===== config.mk =====
export PLATFORM = sky130hd
export DESIGN_NAME = aib_axi_follower_wr_rx
export DESIGN_NICKNAME = d
export VERILOG_FILES = /design/src/rtl/aib_axi_follower_wr_rx.sv
export SDC_FILE = /design/constraint.sdc
export NUM_CORES = 1
export LEC_CHECK = 0
export ABC_AREA = 1
export CORE_UTILIZATION = 60
export CTS_CLUSTER_DIAMETER = 60
export CTS_CLUSTER_SIZE = 30
export DETAILED_ROUTE_END_ITERATION = 10
export PLACE_DENSITY = 0.84
export SLEW_MARGIN = 15
export SYNTH_ARGS = -nofsm -noshare
export SYNTH_HDL_FRONTEND = slang
export SYNTH_SLANG_ARGS = --single-unit

===== constraint.sdc =====
create_clock -name clk_wr -period 16.4 [get_ports clk_wr]
set_input_delay 1.64 -clock clk_wr [delete_from_list [all_inputs] [get_ports clk_wr]]
set_output_delay 1.64 -clock clk_wr [all_outputs]
set_load 0.02 [all_outputs]

===== src/rtl/aib_axi_follower_wr_rx.sv =====
// Follower-side AIB receive block for the AXI write path: decodes 80-bit PHY words into
// AW/W entries, buffers each channel in its own FIFO and returns one credit per entry drained.

module aib_axi_follower_wr_rx_fifo #(
    parameter int WIDTH = 8,
    parameter int DEPTH = 4
) (
    input  logic             clk_i,
    input  logic             rst_i,
    input  logic             push_i,
    input  logic [WIDTH-1:0] wdata_i,
    input  logic             pop_i,
    output logic [WIDTH-1:0] rdata_o,
    output logic             valid_o,
    output logic             ovf_o
);
    localparam int PW = $clog2(DEPTH);
    localparam int CW = PW + 1;
    localparam logic [CW-1:0] FULL_CNT = CW'(DEPTH);

    logic [WIDTH-1:0] mem_q [DEPTH];
    logic [PW-1:0]    wr_ptr_q, wr_ptr_d;
    logic [PW-1:0]    rd_ptr_q, rd_ptr_d;
    logic [CW-1:0]    count_q, count_d;
    logic             empty, full, do_push, do_pop;

    assign empty   = (count_q == '0);
    assign full    = (count_q == FULL_CNT);
    assign do_pop  = pop_i & ~empty;
    // A full FIFO still takes a push when the head leaves in the same cycle.
    assign do_push = push_i & (~full | do_pop);
    assign ovf_o   = push_i & full & ~do_pop;

    // NOTE: every always_comb output gets a default first, so no path can infer a latch.
    always_comb begin
        wr_ptr_d = wr_ptr_q;
        rd_ptr_d = rd_ptr_q;
        count_d  = count_q;
        if (do_push) wr_ptr_d = wr_ptr_q + 1'b1;
        if (do_pop)  rd_ptr_d = rd_ptr_q + 1'b1;
        case ({do_push, do_pop})
            2'b10:   count_d = count_q + 1'b1;
            2'b01:   count_d = count_q - 1'b1;
            default: count_d = count_q;
        endcase
    end

    // NOTE: clocked state uses non-blocking assignments so every flop sees pre-edge values.
    always_ff @(posedge clk_i) begin
        if (rst_i) begin
            wr_ptr_q <= '0;
            rd_ptr_q <= '0;
            count_q  <= '0;
        end else begin
            wr_ptr_q <= wr_ptr_d;
            rd_ptr_q <= rd_ptr_d;
            count_q  <= count_d;
        end
    end

    // NOTE: the storage array has no reset; the count decides which entries are live and
    // the head is forced to zero while empty, so stale contents never reach the outputs.
    always_ff @(posedge clk_i) begin
        if (do_push) mem_q[wr_ptr_q] <= wdata_i;
    end

    assign valid_o = ~empty;
    assign rdata_o = empty ? '0 : mem_q[rd_ptr_q];
endmodule

module aib_axi_follower_wr_rx #(
    parameter int AW_DEPTH  = 4,
    parameter int W_DEPTH   = 8,
    parameter int ADDRWIDTH = 32,
    parameter int DATA_W    = 64,
    parameter int ID_W      = 4
) (
    input  logic                  clk_wr,
    input  logic                  rst_wr,
    input  logic                  rx_online,
    input  logic [79:0]           rx_phy0,
    output logic [ID_W-1:0]       user_awid,
    output logic [ADDRWIDTH-1:0]  user_awaddr,
    output logic [7:0]            user_awlen,
    output logic [2:0]            user_awsize,
    output logic [1:0]            user_awburst,
    output logic                  user_awvalid,
    input  logic                  user_awready,
    output logic [DATA_W-1:0]     user_wdata,
    output logic [DATA_W/8-1:0]   user_wstrb,
    output logic                  user_wlast,
    output logic                  user_wvalid,
    input  logic                  user_wready,
    output logic                  aw_credit_ret,
    output logic                  w_credit_ret,
    output logic                  ovf_err,
    output logic                  bad_type_err
);
    localparam int AW_PW  = 49;  // {id[4], addr[32], len[8], size[3], burst[2]}
    localparam int W_PW   = 73;  // {last[1], strb[8], data[64]}
    localparam int STRB_W = DATA_W / 8;

    localparam logic [1:0] TYPE_AW  = 2'b01;
    localparam logic [1:0] TYPE_W   = 2'b10;
    localparam logic [1:0] TYPE_RSV = 2'b11;

    logic              accept;
    logic [1:0]        word_type;
    logic              aw_push, w_push, bad_word;
    logic [AW_PW-1:0]  aw_wdata, aw_head;
    logic [W_PW-1:0]   w_wdata, w_head;
    logic              aw_pop, w_pop, aw_ovf, w_ovf;
    logic              unused_bits;

    logic aw_credit_q, aw_credit_d;
    logic w_credit_q, w_credit_d;
    logic ovf_err_q, ovf_err_d;
    logic bad_type_err_q, bad_type_err_d;

    assign accept    = rx_online & rx_phy0[79];
    assign word_type = rx_phy0[78:77];
    assign aw_push   = accept & (word_type == TYPE_AW);
    assign w_push    = accept & (word_type == TYPE_W);
    assign bad_word  = accept & (word_type == TYPE_RSV);

    assign aw_wdata = {rx_phy0[48:45], rx_phy0[31:0], rx_phy0[44:37], rx_phy0[36:34], rx_phy0[33:32]};
    assign w_wdata  = {rx_phy0[72], rx_phy0[71:64], rx_phy0[63:0]};
    assign unused_bits = ^rx_phy0[76:73];

    assign aw_pop = user_awvalid & user_awready;
    assign w_pop  = user_wvalid & user_wready;

    aib_axi_follower_wr_rx_fifo #(.WIDTH(AW_PW), .DEPTH(AW_DEPTH)) u_aw_fifo (
        .clk_i   (clk_wr),
        .rst_i   (rst_wr),
        .push_i  (aw_push),
        .wdata_i (aw_wdata),
        .pop_i   (user_awready),
        .rdata_o (aw_head),
        .valid_o (user_awvalid),
        .ovf_o   (aw_ovf)
    );

    aib_axi_follower_wr_rx_fifo #(.WIDTH(W_PW), .DEPTH(W_DEPTH)) u_w_fifo (
        .clk_i   (clk_wr),
        .rst_i   (rst_wr),
        .push_i  (w_push),
        .wdata_i (w_wdata),
        .pop_i   (user_wready),
        .rdata_o (w_head),
        .valid_o (user_wvalid),
        .ovf_o   (w_ovf)
    );

    assign user_awid    = ID_W'(aw_head[48:45]);
    assign user_awaddr  = ADDRWIDTH'(aw_head[44:13]);
    assign user_awlen   = aw_head[12:5];
    assign user_awsize  = aw_head[4:2];
    assign user_awburst = aw_head[1:0];

    assign user_wlast = w_head[72];
    assign user_wstrb = STRB_W'(w_head[71:64]);
    assign user_wdata = DATA_W'(w_head[63:0]);

    // One credit pulse per pop, registered so back-to-back pops give back-to-back pulses.
    always_comb begin
        aw_credit_d    = aw_pop;
        w_credit_d     = w_pop;
        ovf_err_d      = ovf_err_q | aw_ovf | w_ovf;
        bad_type_err_d = bad_type_err_q | bad_word;
    end

    always_ff @(posedge clk_wr) begin
        if (rst_wr) begin
            aw_credit_q    <= 1'b0;
            w_credit_q     <= 1'b0;
            ovf_err_q      <= 1'b0;
            bad_type_err_q <= 1'b0;
        end else begin
            aw_credit_q    <= aw_credit_d;
            w_credit_q     <= w_credit_d;
            ovf_err_q      <= ovf_err_d;
            bad_type_err_q <= bad_type_err_d;
        end
    end

    assign aw_credit_ret = aw_credit_q;
    assign w_credit_ret  = w_credit_q;
    assign ovf_err       = ovf_err_q;
    assign bad_type_err  = bad_type_err_q;
endmodule


Word level (Yosys, flattened, before mapping)
Memory sizes are Yosys's and may differ from the RTL's. A register that Yosys moved wholly into a read port is not among the register bits.
Cells that the tools add are included.
- register bits after elaboration: 21
- RAM bits: 780
- input bits: 85
- output and inout port bits: 128
- memories kept: 2
- $add $sub $neg: 8
- equal/unequal tests: 9
- multiplexer cells: 12
- bitwise gates (word level): 23
- reduce and logical (&&, ||, !) cells: 4
- memories (memory ; words ; width ; rd ports ; clocked after memory_dff ; wr ports ; RTL line ; text):
    u_w_fifo.mem_q ; 8 ; 73 ; 1 ; 1 ; 1 ; 21 ; logic [WIDTH-1:0] mem_q [DEPTH];
    u_aw_fifo.mem_q ; 4 ; 49 ; 1 ; 1 ; 1 ; 21 ;
- operators with widths (cell ; count):
    two-way mux 73 bit ; 1
    two-way mux 49 bit ; 1
    bitwise AND 1 bit ; 12
    adder 3 x 1 -> 3 bit, second input constant ; 3
    equality test 2 bit, second input constant ; 4
    case mux 4 bit (2 select lines) ; 1
    equality test 2 x 1 -> 1 bit, second input constant ; 3
    two-way mux 3 bit ; 2
    NOT 1 bit ; 6
    case mux 3 bit (2 select lines) ; 1
    bitwise OR 1 bit ; 5
    adder 2 x 1 -> 2 bit, second input constant ; 2
    adder 4 x 1 -> 4 bit, second input constant ; 1
    equality test 4 bit, second input constant ; 1
    logical NOT 4 bit ; 1
    two-way mux 1 bit ; 4
    two-way mux 2 bit ; 2
    nonzero test 2 bit ; 2
    subtractor 4 x 1 -> 4 bit, second input constant ; 1
    equality test 3 bit, second input constant ; 1
    logical NOT 3 bit ; 1
    subtractor 3 x 1 -> 3 bit, second input constant ; 1

Depth between registers and ports, before layout
- word-level depth: 7
- mapped depth: 14
- gate-level depth less buffers: 14

By module
Synthesis repeated with hierarchy kept, for this count alone.
- cell total of the unflattened synthesis: 2424
- area, all modules: 31559.0 sq um
- modules (own cells, without submodules) (module ; instances ; cells an instance ; area each (sq um)):
    aib_axi_follower_wr_rx_fifo (u_w_fifo) ; 1 ; 1759 ; 23319.9
    aib_axi_follower_wr_rx_fifo (u_aw_fifo) ; 1 ; 646 ; 8097.8
    aib_axi_follower_wr_rx ; 1 ; 19 ; 141.4

Worst setup path after synthesis
OpenSTA, ideal clock, no wires.
- path kind: input to register
- start point: input rx_phy0[77]
- end point: memory u_w_fifo.mem_q[2][0] in the netlist's numbering, enable pin
- library setup time: 0.595 ns
- arrival: 7.269 ns
- setup slack: 8.536 ns
- stages: 6
- path through: inv_1 > nand2_1 > nor2_1 > nand2_1 > or2_2 > nor3_1
- cells in the longest elaborated chain, start to end: 5
- RTL lines (what ; RTL line ; text):
    start: declaration ; 81 ; input logic [79:0] rx_phy0,
    equality test 2 bit ; 123 ; assign w_push = accept & (word_type == TYPE_W);
    bitwise AND 1 bit ; 123 ;
    bitwise AND 1 bit ; 31 ; assign do_push = push_i & (~full | do_pop);
    two-way mux 1 bit ; 64 ; if (do_push) mem_q[wr_ptr_q] <= wdata_i;
    two-way mux 1 bit (implied by the code) ; 64 ;
    end: declaration ; 21 ;
No other way between the ends.

==> metrics.txt <==
fmax 160.0 MHz; initial antenna violation count 3; gpl congestion 0.7550; clock share of power 24.6%; startpoint type of the worst setup path register; Worst-Margin Slew 1.197 ns; Finished Layout Cells ~3,300; worst endpoint required time 14.76 ns; via count between 20,000 and 25,000; post-route DRC violation count 0; Synthesized Nets about 2,600; Seq/Total Area, Yosys roughly three quarters; CTS tree yes; crit-path max FO between 80 and 90; Synth Area in Compound Gates between 10% and 20%; pin count of the biggest net entering global routing slightly above 200; CTS max path bufs 3; RSZ-0062 raised after global routing no; reg2reg start u_w_fifo.count_q[1]; Int Power about 3500 uW; status completed; Slew headroom 20.21%; Storage cell area about 24,000 um2; CP Capture Type primary output; Max Cap Viol 0; Setup Viol. Count Final 0; Synth Area in Adders 0.4584%; drt first pass iters 6; sum of negative setup slack 0 ns; first-pass GRT wire length ~110,000 um; Worst Hold Class register to register; Final ANT Viol Nets 0; Post-Synth XOR/XNOR Area 0.08299%; Overall Global Routing Usage between 20% and 30%; post-synthesis cell count 2,473; Core ar. just over 50,000 um2; area delta synth->final 13.01%; post-CTS setup repair buffer count 0; fin crit share between 30% and 40%; Hold Crit Depth 1; share of post-route cells with drive strength above 1 under 10%; Via density approximately 6.1; Net Sw Power 1857 uW; Sink Count 806; leak pwr between 0.01 and 0.015 uW; total CTS buffers 44; YS warnings 0; fin nets 2,698; Net Sw Frac a little over a third; Synth Cell Area roughly 32,000 um2; clk root buf clkbuf_16; number of global-route vias before repair 20,060; drt wl/cell between 20 and 25 um; library cells used by synthesis 33; cts hold-fix bufs 0; Area contributors post-synth edfxtp_1 74%, nor2_1 8.7%, o21ai_0 5.5%; Register-to-Register Path Depth 7; largest family of logic cells by synthesized area compound AO/OA/AOI/OAI gates; Total Wirelength 74,040 um; Initial Util roughly three fifths; cell taking the most area after synthesis edfxtp_1; CP Data Arrival Time roughly 4.6 ns; Synth Area in Simple Gates around a tenth; worst-skew pair later-pin latency just over 0.6 ns; area of the multi-input gates ~6900 um2; Placed Cells 3,236; Reg2Reg Setup Slack 13.01 ns; CTS resizes 0; # rows 83; Final Critical Period 6.251 ns; post-synthesis mux area share 0%; Hold Violations, Final 0; Final HPWL DP between 30,000 and 40,000 um; H-tree levels 2; VDD IR-drop max between 150 and 200 uV; Die H ~230 um; synthesized flop and latch total a little over 800; fin. max-slew vios 0; Synth top area share between 70% and 80%; Seq pwr share between 40% and 50%; initial DRC count 2,522; final setup skew 0.02738 ns; grt total ovfl 0; DP Worst Slack 10.84 ns; PwrDens 148.9 nW/um2; RR Endpoint u_w_fifo.mem_q[2][25]; min setup slack post-route 10.15 ns; Worst-path clk slew ~0.11 ns; Hold Crit Start u_aw_fifo.rd_ptr_q[0]; Die X-Extent between 200 and 250 um; critical path type register to primary output; Mean Syn Cell Area roughly 13 um2; Comb power frac 31.9%; Fillers roughly 3,300; Die Area approximately 54,000 um2; input/output buffers between 200 and 250; # IOs approximately 210
placed cells by master, fill, tap and decap left out, types with 5 or more instances in the layout:
master | synthesis | final
edfxtp_1 | 780 | 780
nor2_1 | 732 | 724
o21ai_0 | 349 | 349
clkdlybuf4s50_1 | 0 | 208
nand2_1 | 94 | 94
o22ai_1 | 73 | 73
o211ai_1 | 66 | 66
a21oi_1 | 65 | 65
o21ai_1 | 47 | 47
clkbuf_16 | 0 | 45
buf_4 | 25 | 33
inv_1 | 29 | 28
dfxtp_1 | 26 | 21
ha_1 | 10 | 10
nor2_4 | 0 | 8
o21ai_2 | 7 | 7
o211ai_2 | 7 | 7
nand3_1 | 7 | 6
inv_8 | 0 | 6
inv_2 | 3 | 5
inv_12 | 0 | 5
clkinv_8 | 0 | 5
how the worst max path moves through the flow:
stage	start	endpoint	slack, ns
after floorplan	rx_phy0[77]	u_w_fifo.mem_q[2][0]	8.54
after global placement	register	user_wdata[21]	11.04
after detailed placement	register	user_wdata[17]	10.84
after CTS	register	user_wdata[17]	10.14
after global routing	register	user_wdata[17]	9.83
final	register	user_wdata[17]	10.15
flip-flops by register name, summed over array words and instances (netlist names), 2 cells and up, named ones only:
| name | count |
|---|---|
| u_aw_fifo.count_q | 3 |
| u_w_fifo.count_q | 4 |
| u_w_fifo.rd_ptr_q | 3 |
| u_aw_fifo.mem_q | 196 |
| u_aw_fifo.rd_ptr_q | 2 |
| u_w_fifo.wr_ptr_q | 3 |
| u_aw_fifo.wr_ptr_q | 2 |
| u_w_fifo.mem_q | 584 |
cells in the mapped netlist:
cell and number:
nor2_1 732, edfxtp_1 780, xnor2_1 2, xor2_1 1, nor2_2 1, ha_1 10, clkbuf_1 74, o22ai_1 73
inv_2 3, or2_2 1, nand4_1 2, clkinv_1 2, nand3_1 7, o21ai_2 7, buf_6 6, nand2_1 94
buf_2 37, o211ai_1 66, a41oi_1 1, dfxtp_1 26, nor3_1 6, and3_1 1, o211ai_2 7, a31oi_1 1
o21ai_1 47, o21a_1 1, buf_4 25, clkbuf_2 11, fa_1 1, inv_1 29, buf_1 5, o21ai_0 349
a21oi_1 65
metal layers:
layer,up-vias,track usage [%],share of wire [%],routed length (um)
li1,9142,-,-,-
met1,9997,35.72,37,27700
met2,1061,46.88,51,37690
met3,124,4.285,9.2,6841
met4,2,9.663,2.4,1791
met5,-,0,0.019,14
layout make-up:
| class | count | area share, % |
|---|---|---|
| Antenna cell | 3 | 0.02098 |
| Tap cell | 680 | 2.378 |
| Sequential cell | 806 | 66.96 |
| Clock buffer | 49 | 3.217 |
| Inverter | 34 | 0.3777 |
| Timing Repair Buffer | 241 | 6.511 |
| Clock inverter | 31 | 1.276 |
| Multi-Input combinational cell | 1475 | 19.26 |
worst max-delay path, cell delays in order (launching register included):
cell,delay (ns)
dfxtp_4,0.84
buf_4,0.74
buf_4,0.77
nor2_1,0.12
nor2_1,0.13
o21ai_0,0.13
o211ai_1,0.16
nand2_1,0.08
nor2_1,0.29
clkdlybuf4s50_1,0.67
cells by family after synthesis:
logic type               count (synthesis)
adder cells (fa/ha/maj)                 11
AO/OA/AOI/OAI                          617
AND/OR/NAND/NOR                        844
buffers and inverters                  192
flip-flops                             806
XOR/XNOR                                 3
power by group through the flow:
stage,clock [uW],sequential [uW],combinational (uW)
after floorplan,0,2330,1050
after CTS,1320,2320,1690
final,1310,2320,1700
after global routing,1390,2320,1830
after global placement,0,2360,1620
after detailed placement,0,2370,1680
stage by stage:
step / total power, uW / util (%) / hold slack [ns] / area (um2)
final: 5326 / 69.19 / 0.4970 / 35780
after global placement: 3983 / 66.06 / 0.4489 / 34170
after global routing: 5547 / 69.18 / 0.5108 / 35780
after detailed placement: 4045 / 66.06 / 0.4721 / 34170
after floorplan: 3386 / - / 0.4422 / 31660
after CTS: 5331 / 69.17 / 0.4851 / 35770
(Power assumes the default switching activity.)
